**src/rtl/wb_arbiter_pkg.sv**
```systemverilog
// wb_arbiter_pkg: shared types and constants for the writeback arbiter.
//   WB_PAYLOAD_t  - default-width result payload carried through the per-unit FIFOs.
//   WB_SRC_*      - requester index of each execution unit (also the wb_src encoding).
package wb_arbiter_pkg;

  localparam int unsigned ROB_WIDTH_DEF  = 4;
  localparam int unsigned PHY_WIDTH_DEF  = 6;
  localparam int unsigned DATA_WIDTH_DEF = 32;

  localparam int unsigned WB_SRC_ALU    = 0;
  localparam int unsigned WB_SRC_LOAD   = 1;
  localparam int unsigned WB_SRC_STORE  = 2;
  localparam int unsigned WB_SRC_BRANCH = 3;

  typedef struct packed {
    logic [ROB_WIDTH_DEF-1:0]  rob_id;
    logic [PHY_WIDTH_DEF-1:0]  rd_phy;
    logic                      rd_we;
    logic [DATA_WIDTH_DEF-1:0] data;
  } WB_PAYLOAD_t;

endpackage

```
**src/rtl/wb_fifo.sv**
```systemverilog
// wb_fifo: single-requester result FIFO with registered occupancy.
//   clk, rst    - clock, asynchronous active-high reset
//   flush_i     - synchronous clear of all entries (wins over push/pop)
//   push_i      - producer valid; accepted only while ready_o is high
//   wdata_i     - payload to enqueue
//   pop_i       - consume the head this edge (ignored when empty)
//   rdata_o     - current head payload
//   ready_o     - count != BUF_DEPTH, from registered state only
//   nonempty_o  - count != 0
module wb_fifo
  import wb_arbiter_pkg::*;
#(
  parameter int unsigned BUF_DEPTH = 2,
  parameter type payload_t = WB_PAYLOAD_t
) (
  input  logic     clk,
  input  logic     rst,
  input  logic     flush_i,
  input  logic     push_i,
  input  payload_t wdata_i,
  input  logic     pop_i,
  output payload_t rdata_o,
  output logic     ready_o,
  output logic     nonempty_o
);

  localparam int unsigned CntW = $clog2(BUF_DEPTH + 1);
  localparam int unsigned PtrW = (BUF_DEPTH > 1) ? $clog2(BUF_DEPTH) : 1;
  localparam logic [CntW-1:0] Full    = CntW'(BUF_DEPTH);
  localparam logic [PtrW-1:0] LastPtr = PtrW'(BUF_DEPTH - 1);

  logic [CntW-1:0] count_q, count_d;
  logic [PtrW-1:0] rd_ptr_q, rd_ptr_d;
  logic [PtrW-1:0] wr_ptr_q, wr_ptr_d;
  payload_t        mem_q [BUF_DEPTH];

  logic push, pop;

  assign ready_o    = (count_q != Full);
  assign nonempty_o = (count_q != '0);
  assign rdata_o    = mem_q[rd_ptr_q];

  assign push = push_i && ready_o;
  assign pop  = pop_i && nonempty_o;

  always_comb begin
    count_d  = count_q;
    rd_ptr_d = rd_ptr_q;
    wr_ptr_d = wr_ptr_q;
    if (flush_i) begin
      count_d  = '0;
      rd_ptr_d = '0;
      wr_ptr_d = '0;
    end else begin
      if (push) wr_ptr_d = (wr_ptr_q == LastPtr) ? '0 : wr_ptr_q + 1'b1;
      if (pop)  rd_ptr_d = (rd_ptr_q == LastPtr) ? '0 : rd_ptr_q + 1'b1;
      if (push && !pop)      count_d = count_q + 1'b1;
      else if (pop && !push) count_d = count_q - 1'b1;
    end
  end

  always_ff @(posedge clk or posedge rst) begin
    if (rst) begin
      count_q  <= '0;
      rd_ptr_q <= '0;
      wr_ptr_q <= '0;
    end else begin
      count_q  <= count_d;
      rd_ptr_q <= rd_ptr_d;
      wr_ptr_q <= wr_ptr_d;
    end
  end

  // Storage needs no reset: occupancy gates every read.
  always_ff @(posedge clk) begin
    if (push && !flush_i) mem_q[wr_ptr_q] <= wdata_i;
  end

endmodule

```
**src/rtl/wb_arbiter.sv**
```systemverilog
// wb_arbiter: shares NUM_WB registered writeback ports among NUM_REQ execution units
// (0 ALU, 1 LOAD, 2 STORE, 3 BRANCH). Each unit feeds a private wb_fifo; a round-robin
// scheduler grants up to NUM_WB nonempty heads per cycle starting at rr_ptr.
//   clk, rst                 - clock, asynchronous active-high reset
//   flush_i                  - synchronous flush, drops all buffered and in-flight results
//   req_valid_i/req_ready_o  - per-unit push handshake
//   req_rob_id_i, req_rd_phy_i, req_rd_we_i, req_data_i - per-unit payload
//   wb_valid_o, wb_src_o, wb_rob_id_o, wb_rd_phy_o, wb_rd_we_o, wb_data_o - writeback ports
module wb_arbiter
  import wb_arbiter_pkg::*;
#(
  parameter int unsigned NUM_REQ    = 4,
  parameter int unsigned NUM_WB     = 2,
  parameter int unsigned BUF_DEPTH  = 2,
  parameter int unsigned ROB_WIDTH  = 4,
  parameter int unsigned PHY_WIDTH  = 6,
  parameter int unsigned DATA_WIDTH = 32
) (
  input  logic                                clk,
  input  logic                                rst,
  input  logic                                flush_i,
  input  logic [NUM_REQ-1:0]                  req_valid_i,
  output logic [NUM_REQ-1:0]                  req_ready_o,
  input  logic [NUM_REQ-1:0][ROB_WIDTH-1:0]   req_rob_id_i,
  input  logic [NUM_REQ-1:0][PHY_WIDTH-1:0]   req_rd_phy_i,
  input  logic [NUM_REQ-1:0]                  req_rd_we_i,
  input  logic [NUM_REQ-1:0][DATA_WIDTH-1:0]  req_data_i,
  output logic [NUM_WB-1:0]                   wb_valid_o,
  output logic [NUM_WB-1:0][1:0]              wb_src_o,
  output logic [NUM_WB-1:0][ROB_WIDTH-1:0]    wb_rob_id_o,
  output logic [NUM_WB-1:0][PHY_WIDTH-1:0]    wb_rd_phy_o,
  output logic [NUM_WB-1:0]                   wb_rd_we_o,
  output logic [NUM_WB-1:0][DATA_WIDTH-1:0]   wb_data_o
);

  localparam int unsigned RrW = (NUM_REQ > 1) ? $clog2(NUM_REQ) : 1;

  typedef struct packed {
    logic [ROB_WIDTH-1:0]  rob_id;
    logic [PHY_WIDTH-1:0]  rd_phy;
    logic                  rd_we;
    logic [DATA_WIDTH-1:0] data;
  } payload_t;

  logic [NUM_REQ-1:0] nonempty;
  logic [NUM_REQ-1:0] pop;
  payload_t           head [NUM_REQ];

  logic [RrW-1:0]     rr_q, rr_d;
  logic [NUM_WB-1:0]  gnt_valid;
  logic [RrW-1:0]     gnt_idx [NUM_WB];

  logic [NUM_WB-1:0]                  wb_valid_q, wb_valid_d;
  logic [NUM_WB-1:0][1:0]             wb_src_q, wb_src_d;
  logic [NUM_WB-1:0][ROB_WIDTH-1:0]   wb_rob_id_q, wb_rob_id_d;
  logic [NUM_WB-1:0][PHY_WIDTH-1:0]   wb_rd_phy_q, wb_rd_phy_d;
  logic [NUM_WB-1:0]                  wb_rd_we_q, wb_rd_we_d;
  logic [NUM_WB-1:0][DATA_WIDTH-1:0]  wb_data_q, wb_data_d;

  for (genvar i = 0; i < NUM_REQ; i++) begin : g_fifo
    payload_t wdata;
    assign wdata = '{rob_id: req_rob_id_i[i], rd_phy: req_rd_phy_i[i],
                     rd_we: req_rd_we_i[i], data: req_data_i[i]};

    wb_fifo #(
      .BUF_DEPTH (BUF_DEPTH),
      .payload_t (payload_t)
    ) u_fifo (
      .clk        (clk),
      .rst        (rst),
      .flush_i    (flush_i),
      .push_i     (req_valid_i[i]),
      .wdata_i    (wdata),
      .pop_i      (pop[i]),
      .rdata_o    (head[i]),
      .ready_o    (req_ready_o[i]),
      .nonempty_o (nonempty[i])
    );
  end

  // Walk requesters in rotated order from rr_q; the k-th nonempty one seen takes port k.
  // The walk covers NUM_REQ positions only, so it never wraps past rr_q.
  always_comb begin
    logic [RrW-1:0] idx;
    logic [RrW-1:0] last;
    int unsigned    rank;
    logic           any;
    pop       = '0;
    gnt_valid = '0;
    gnt_idx   = '{default: '0};
    idx       = '0;
    last      = '0;
    rank      = 0;
    any       = 1'b0;
    for (int i = 0; i < NUM_REQ; i++) begin
      idx = RrW'((int'(rr_q) + i) % NUM_REQ);
      if (nonempty[idx]) begin
        for (int k = 0; k < NUM_WB; k++) begin
          if (rank == unsigned'(k)) begin
            gnt_valid[k] = 1'b1;
            gnt_idx[k]   = idx;
            pop[idx]     = 1'b1;
            last         = idx;
            any          = 1'b1;
          end
        end
        rank = rank + 1;
      end
    end

    if (flush_i)  rr_d = '0;
    else if (any) rr_d = RrW'((int'(last) + 1) % NUM_REQ);
    else          rr_d = rr_q;
  end

  always_comb begin
    wb_valid_d  = '0;
    wb_src_d    = '0;
    wb_rob_id_d = '0;
    wb_rd_phy_d = '0;
    wb_rd_we_d  = '0;
    wb_data_d   = '0;
    if (!flush_i) begin
      for (int k = 0; k < NUM_WB; k++) begin
        if (gnt_valid[k]) begin
          wb_valid_d[k]  = 1'b1;
          wb_src_d[k]    = 2'(gnt_idx[k]);
          wb_rob_id_d[k] = head[gnt_idx[k]].rob_id;
          wb_rd_phy_d[k] = head[gnt_idx[k]].rd_phy;
          wb_rd_we_d[k]  = head[gnt_idx[k]].rd_we;
          wb_data_d[k]   = head[gnt_idx[k]].data;
        end
      end
    end
  end

  always_ff @(posedge clk or posedge rst) begin
    if (rst) begin
      rr_q        <= '0;
      wb_valid_q  <= '0;
      wb_src_q    <= '0;
      wb_rob_id_q <= '0;
      wb_rd_phy_q <= '0;
      wb_rd_we_q  <= '0;
      wb_data_q   <= '0;
    end else begin
      rr_q        <= rr_d;
      wb_valid_q  <= wb_valid_d;
      wb_src_q    <= wb_src_d;
      wb_rob_id_q <= wb_rob_id_d;
      wb_rd_phy_q <= wb_rd_phy_d;
      wb_rd_we_q  <= wb_rd_we_d;
      wb_data_q   <= wb_data_d;
    end
  end

  assign wb_valid_o  = wb_valid_q;
  assign wb_src_o    = wb_src_q;
  assign wb_rob_id_o = wb_rob_id_q;
  assign wb_rd_phy_o = wb_rd_phy_q;
  assign wb_rd_we_o  = wb_rd_we_q;
  assign wb_data_o   = wb_data_q;

endmodule

```
**config.mk**
```make
export PLATFORM = sky130hd
export DESIGN_NAME = wb_arbiter
export DESIGN_NICKNAME = d
export VERILOG_FILES = /design/src/rtl/wb_arbiter_pkg.sv /design/src/rtl/wb_fifo.sv /design/src/rtl/wb_arbiter.sv
export SDC_FILE = /design/constraint.sdc
export NUM_CORES = 1
export LEC_CHECK = 0
export ABC_AREA = 1
export ABC_CLOCK_PERIOD_IN_PS = 9550
export CAP_MARGIN = 25
export CORE_MARGIN = 10
export CORE_UTILIZATION = 44
export DETAILED_ROUTE_END_ITERATION = 10
export PLACE_DENSITY = 0.63
export SETUP_SLACK_MARGIN = 0.3
export SYNTH_ARGS = -nofsm -noshare
export SYNTH_HDL_FRONTEND = slang
export SYNTH_SLANG_ARGS = --single-unit
```
**constraint.sdc**
```tcl
create_clock -name clk -period 9.55 [get_ports clk]
set_clock_uncertainty 0.1 [all_clocks]
set_input_delay 0.955 -clock clk [delete_from_list [all_inputs] [get_ports clk]]
set_output_delay 0.955 -clock clk [all_outputs]
set_load 0.02 [all_outputs]
```
==> results of run 1 <==
==> stage by stage <==
stage	utilization, %	hold slack (ns)	cell area [sq um]	cells
floorplan	-	0.358	19700	1847
global placement	51.8	0.433	22900	2626
detailed placement	51.8	0.442	22900	2626
CTS	55.3	0.452	24500	2714
global route	55.5	0.461	24600	2717
finish	55.5	0.452	24600	2717
==> synthesized netlist by cell type (2+ instances only) <==
| cell type | n |
|---|---|
| nand2_1 | 642 |
| edfxtp_1 | 344 |
| nand3_1 | 194 |
| nor2_1 | 159 |
| dfrtp_1 | 110 |
| mux2i_1 | 84 |
| clkbuf_1 | 52 |
| o21ai_0 | 47 |
| o21a_1 | 42 |
| inv_1 | 31 |
| buf_2 | 25 |
| buf_4 | 21 |
| o21ai_1 | 12 |
| ha_1 | 10 |
| nand4_1 | 10 |
| a21oi_1 | 9 |
| nand2_2 | 9 |
| o22ai_1 | 9 |
| inv_2 | 8 |
| buf_1 | 6 |
| o21ai_2 | 5 |
| nand3_2 | 3 |
| buf_6 | 2 |
| nor2_2 | 2 |
==> per-layer routing <==
metal | routed length (microns) | vias to the layer above | part of all wire [%]
li1 | - | 6772 | -
met1 | 23400 | 6999 | 38
met2 | 31900 | 545 | 52
met3 | 4130 | 102 | 6.7
met4 | 2030 | 6 | 3.3
met5 | 32 | - | 0.052
==> critical path: stages (launching register included) <==
cell and delay [ns]:
dfrtp_1 0.61, inv_2 0.25, ha_1 0.47, inv_1 0.08
nor2_2 0.21, inv_2 0.04, nand2_1 0.09, ha_1 0.26
inv_1 0.10, nor2_1 0.04, nor2_1 0.16, nand3_2 0.18
inv_1 0.20, nand2_4 0.14, buf_16 0.26, nand2_4 0.81
nand2_1 0.10, nand2_1 0.10, nand2_1 0.09, nand2_1 0.09
nor2_1 0.04
==> state kept, by name, summed over array words and instances, names as in the netlist <==
| register | cells |
|---|---|
| wb_data_o | 64 |
| rr_q | 2 |
| wb_valid_o | 2 |
| wb_rd_phy_o | 12 |
| g_fifo.u_fifo.rd_ptr_q | 4 |
| g_fifo.u_fifo.wr_ptr_q | 4 |
| g_fifo.u_fifo.mem_q | 344 |
| wb_src_o | 4 |
| wb_rob_id_o | 8 |
| wb_rd_we_o | 2 |
| g_fifo.u_fifo.count_q | 8 |
==> path summary, 6_finish.rpt <==
check | cells after the start | from | to | slack, ns
min reg2reg | 1 | g_fifo[3].u_fifo.wr_ptr_q | g_fifo[3].u_fifo.wr_ptr_q | 0.45
max in group asynchronous | 3 | rst | g_fifo[2].u_fifo.rd_ptr_q | 7.22
max | 20 | rr_q[0] | wb_rd_phy_o[3] | 4.76
min | 1 | g_fifo[3].u_fifo.wr_ptr_q | g_fifo[3].u_fifo.wr_ptr_q | 0.45
max reg2reg | 20 | rr_q[0] | wb_rd_phy_o[3] | 4.76
min in group asynchronous | 2 | rst | wb_rob_id_o[4] | 0.68
==> cell type report <==
cell class | count | area [sq um] | share of cell area (%)
inverter | 40 | 153 | 0.621
tap | 592 | 741 | 3.01
clock inverter | 20 | 184 | 0.748
clock buffer | 68 | 1390 | 5.65
timing repair buffer | 296 | 2970 | 12.1
multi-input combinational | 1247 | 6070 | 24.7
sequential | 454 | 13100 | 53.2
==> logic make-up after synthesis <==
logic type / synth area share, %
AND/OR/NAND/NOR: 21.2
flip-flops: 66.3
buffers and inverters: 3.41
AO/OA/AOI/OAI: 4.12
multiplexers: 4.26
adder cells (fa/ha/maj): 0.634
XOR/XNOR: 0.0888
==> qor.csv, run 1 <==
stage;metric;value;unit
critical_path;Worst setup EP type;flop;
cells_and_area;# nets final;2276;
timing;setup slack after layout;4.76;ns
critical_path;crit path max fanout;87;
cells_and_area;antenna diode count;0;
synthesis;Synth Register Bits;454;
timing;setup tns final;0;ns
synthesis;dominant cell type by area after synthesis;edfxtp_1;
placement;Post-DP HPWL;41700;microns
status;status;completed;
timing;Slew Limit Fails;0;
timing;final hold violation count;0;
synthesis;Yosys warning count;0;
clocking;cts repair resizes;0;
timing;final setup vio count;0;
clocking;root buffer cell;clkbuf_16;
timing;Worst Max-Slew Pin Slew;1.11;ns
die;die width;232;microns
routing;DRC violation count after routing;0;
clocking;number of CTS-inserted buffers;48;
die;FP Rows;77;
timing;RSZ-0062 raised after global routing;no;
clocking;clk buf depth;3;
routing;WL final;61400;microns
synthesis;Mapped Nets;2036;
placement;PortBufs;274;
die;Ports;275;
critical_path;critical path class;flop to flop;
run;max-cap violation count;0;
clocking;register clock-pin slew on the reported worst setup and hold paths;0.06;ns
cells_and_area;most frequent cells in the layout;640 x nand2_1, 344 x edfxtp_1, 274 x clkdlybuf4s50_1;
routing;Iteration-0 DRC Markers;1440;
grt;vias in the first global route;14200;
routing;wire length per cell;22.6;microns
clocking;H-Tree Depth;2;
clocking;CTS tree;yes;
cells_and_area;P&R area growth vs syn;24.7;%
grt;met3 Resource Use GR;4.97;%
timing;Final Critical Period;4.79;ns
die;Chip Height;232;microns
hold_path;Tightest Hold Check Type;flop to flop;
synthesis;post-synthesis cell type count;35;
grt;GRT Util Overall;22.4;%
cells_and_area;most common cell after layout, fill and taps aside;nand2_1;
cells_and_area;share of cells above drive strength 1;6.35;%
routing;via count;14400;
routing;Via-to-Cell Ratio;5.31;
timing;period utilization;50.2;%
cells_and_area;FILL cells;3805;
synthesis;ys async rst share;24.2;%
clocking;Clock Latency Late Sink;0.59;ns
grt;Top Usage Layer GRT;met2;
clocking;buffer count from post-CTS setup fixing;0;
grt;largest net degree at the start of global routing;89;
placement;Place WS;4.52;ns
synthesis;Synth area leaders;edfxtp_1 52%, dfrtp_1 14%, nand2_1 12%;
grt;GR Layer Usage met1;25.9;%
synthesis;dominant synthesized flop cell;edfxtp_1;
placement;RD Place Congestion;0.891;
routing;First-pass DRT Iterations;6;
critical_path;crit start category;flop;
grt;grt ovf;0;
timing;Relative slew margins;25.8;%
grt;first-pass GRT wire length;89900;microns
synthesis;number of synthesized flops with an enable pin;344;
synthesis;sequential area share after synthesis;66.3;%
synthesis;Cells after Synth;1847;
synthesis;area share of the largest cell type after synthesis;52.4;%
die;core area;44300;sq um
critical_path;CP required;9.89;ns
grt;initial antenna violation count;3;
synthesis;mapped cell area;19700;sq um
critical_path;Worst EP arrival;5.13;ns
clocking;hold buffers post-CTS;0;
timing;max frequency;0.209;GHz
clocking;CTS sink count;454;
die;starting density of the core;44.5;%
routing;final antenna-violating net count;0;
synthesis;Mean Syn Cell Area;10.7;sq um
die;Die ar.;53700;sq um
grt;grt met2 use;40.2;%
Power of run 1 is left out: the tool's default activity adds up to more than one toggle a clock period on the data nets, which glitch-free logic cannot reach.
==> inputs of run 2 (changes only) <==
- ABC_CLOCK_PERIOD_IN_PS: 9550 -> 3900
- PLACE_DENSITY: 0.63 -> 0.66
- clock period: 9.55 -> 3.9 ns (I/O delays scaled with it)
==> qor.csv, run 2 (synthesized netlist as in run 1, its figures left out) <==
stage;metric;value;unit;change
status;status;completed;;
die;FP Rows;77;;unchanged
timing;RSZ-0062 raised after global routing;no;;
run;max-cap violation count;0;;unchanged
timing;final hold violation count;0;;unchanged
clocking;number of CTS-inserted buffers;48;;unchanged
timing;Slew Limit Fails;0;;unchanged
placement;Placed Area;23200;sq um;+1.4%
clocking;register clock-pin slew on the reported worst setup and hold paths;0.06;ns;about the same
cells_and_area;Largest Register;g_fifo.u_fifo.mem_q;;
critical_path;R2R Path Start;rr_q[1];;
routing;First-pass DRT Iterations;8;;+2
cells_and_area;most frequent cells in the layout;640 x nand2_1, 344 x edfxtp_1, 274 x clkdlybuf4s50_1;;
hold_path;Tightest Hold Check Type;input pin to async pin;;
critical_path;CP required;4.28;ns;-5.61 ns
die;Ports;275;;unchanged
routing;via count;14800;;+2.6%
clocking;root buffer cell;clkbuf_16;;
grt;largest net degree at the start of global routing;88;;-1.1%
timing;final hold slack;0.172;ns;-0.280 ns
grt;GRT Util Overall;22.4;%;+0.032 points
die;Die ar.;53700;sq um;unchanged
timing;max frequency;0.300;GHz;+44%
clocking;hold buffers post-CTS;0;;unchanged
routing;Iteration-0 DRC Markers;1399;;-2.8%
routing;Via-to-Cell Ratio;5.38;;+1.4%
critical_path;crit path max fanout;44;;-49%
placement;Post-DP HPWL;43200;microns;+3.4%
routing;WL final;62900;microns;+2.4%
routing;wire length per cell;22.9;microns;+1.1%
cells_and_area;most common cell after layout, fill and taps aside;nand2_1;;
critical_path;Worst setup EP type;flop;;
critical_path;critical path startpoint;rr_q[1];;
critical_path;critical path class;flop to flop;;
clocking;H-Tree Depth;2;;unchanged
routing;DRC violation count after routing;0;;unchanged
routing;final antenna-violating net count;0;;unchanged
clocking;CTS tree;yes;;
die;starting density of the core;44.5;%;unchanged
grt;grt ovf;0;;unchanged
die;core area;44300;sq um;unchanged
cells_and_area;max FFs per register;344;;unchanged
timing;period utilization;85.6;%;+35 points
timing;Worst Max-Slew Pin Slew;0.905;ns;-0.208 ns
placement;RD Place Congestion;0.907;;+1.9%
die;die width;232;microns;unchanged
grt;vias in the first global route;14700;;+3.9%
clocking;CTS sink count;454;;unchanged
cells_and_area;share of cells above drive strength 1;7.65;%;+1.3 points
grt;first-pass GRT wire length;90400;microns;+0.56%
timing;setup tns final;0;ns;unchanged
placement;PortBufs;274;;unchanged
cells_and_area;# nets final;2306;;+1.3%
clocking;clk buf depth;3;;unchanged
clocking;Clock Latency Late Sink;0.59;ns;about the same
cells_and_area;Design Area, Final;24900;sq um;+1.3%
cells_and_area;P&R area growth vs syn;26.3;%;
timing;Final Critical Period;3.34;ns;-1.45 ns
die;Chip Height;232;microns;unchanged
grt;initial antenna violation count;2;;-1
critical_path;crit start category;flop;;
timing;Relative slew margins;39.6;%;+14 points
timing;final setup vio count;0;;unchanged
critical_path;Worst EP arrival;3.72;ns;-1.41 ns
-- run 2: metal layers --
| layer | wire, microns | vias to the layer above | global-route usage [%] | share of wire, % |
|---|---|---|---|---|
| met4 | 2930 | 2 | 10.6 | 4.7 |
| met3 | 4930 | 129 | 4.83 | 7.8 |
| met1 | 23300 | 7147 | 25.9 | 37 |
| met2 | 31700 | 680 | 39.1 | 50 |
| met5 | 13 | - | 0 | 0.021 |
| li1 | - | 6840 | - | - |
-- run 2: timing repair --
action	4_1_cts	5_1_grt
pin swaps	1	2
endpoints found under the setup margin	15	96
gates resized for setup	0	14
setup buffers	0	4
cloned	1	5
-- run 2: layout make-up --
| cell class | instances | area (sq um) |
|---|---|---|
| Clock buffer | 68 | 1350 |
| Sequential cell | 454 | 13100 |
| Tap cell | 592 | 741 |
| Fill cell | 3767 | 19400 |
| Timing Repair Buffer | 324 | 3340 |
| Inverter | 40 | 155 |
| Clock inverter | 22 | 143 |
| Multi-Input combinational cell | 1249 | 6090 |
| Antenna cell | 1 | 2.50 |
-- run 2: critical path, cell delays in order (launching register included) --
cell	delay, ns
dfrtp_2	0.42
inv_1	0.14
ha_4	0.33
inv_1	0.05
nor2_2	0.21
inv_2	0.04
nand2_1	0.08
ha_1	0.26
inv_1	0.11
nor2_1	0.05
nor2_1	0.15
nand3_2	0.16
inv_1	0.19
nand2_4	0.08
nand2_2	0.17
buf_16	0.27
nand2_1	0.08
nand3_1	0.14
nand2_1	0.08
nor2_1	0.13
-- run 2: worst paths after layout --
check	slack [ns]	cells past startpoint	end
max	0.56	19	wb_rob_id_o[2]
min	0.17	2	wb_src_o[2]
max reg2reg	0.56	19	wb_rob_id_o[2]
min reg2reg	0.46	1	g_fifo[3].u_fifo.wr_ptr_q
max in group asynchronous	2.59	3	wb_data_o[9]
min in group clk	0.28	1	g_fifo[3].u_fifo.mem_q[0][14]
-- run 2: through the flow --
stage | utilization [%] | setup slack (ns) | cells
after floorplan | - | 0.508 | 1847
after global placement | 52.5 | 0.288 | 2649
after detailed placement | 52.5 | 0.206 | 2649
after CTS | 55.8 | 0.320 | 2740
after global routing | 56.2 | 0.312 | 2749
final | 56.2 | 0.563 | 2750
Power of run 2 is left out for the same reason.
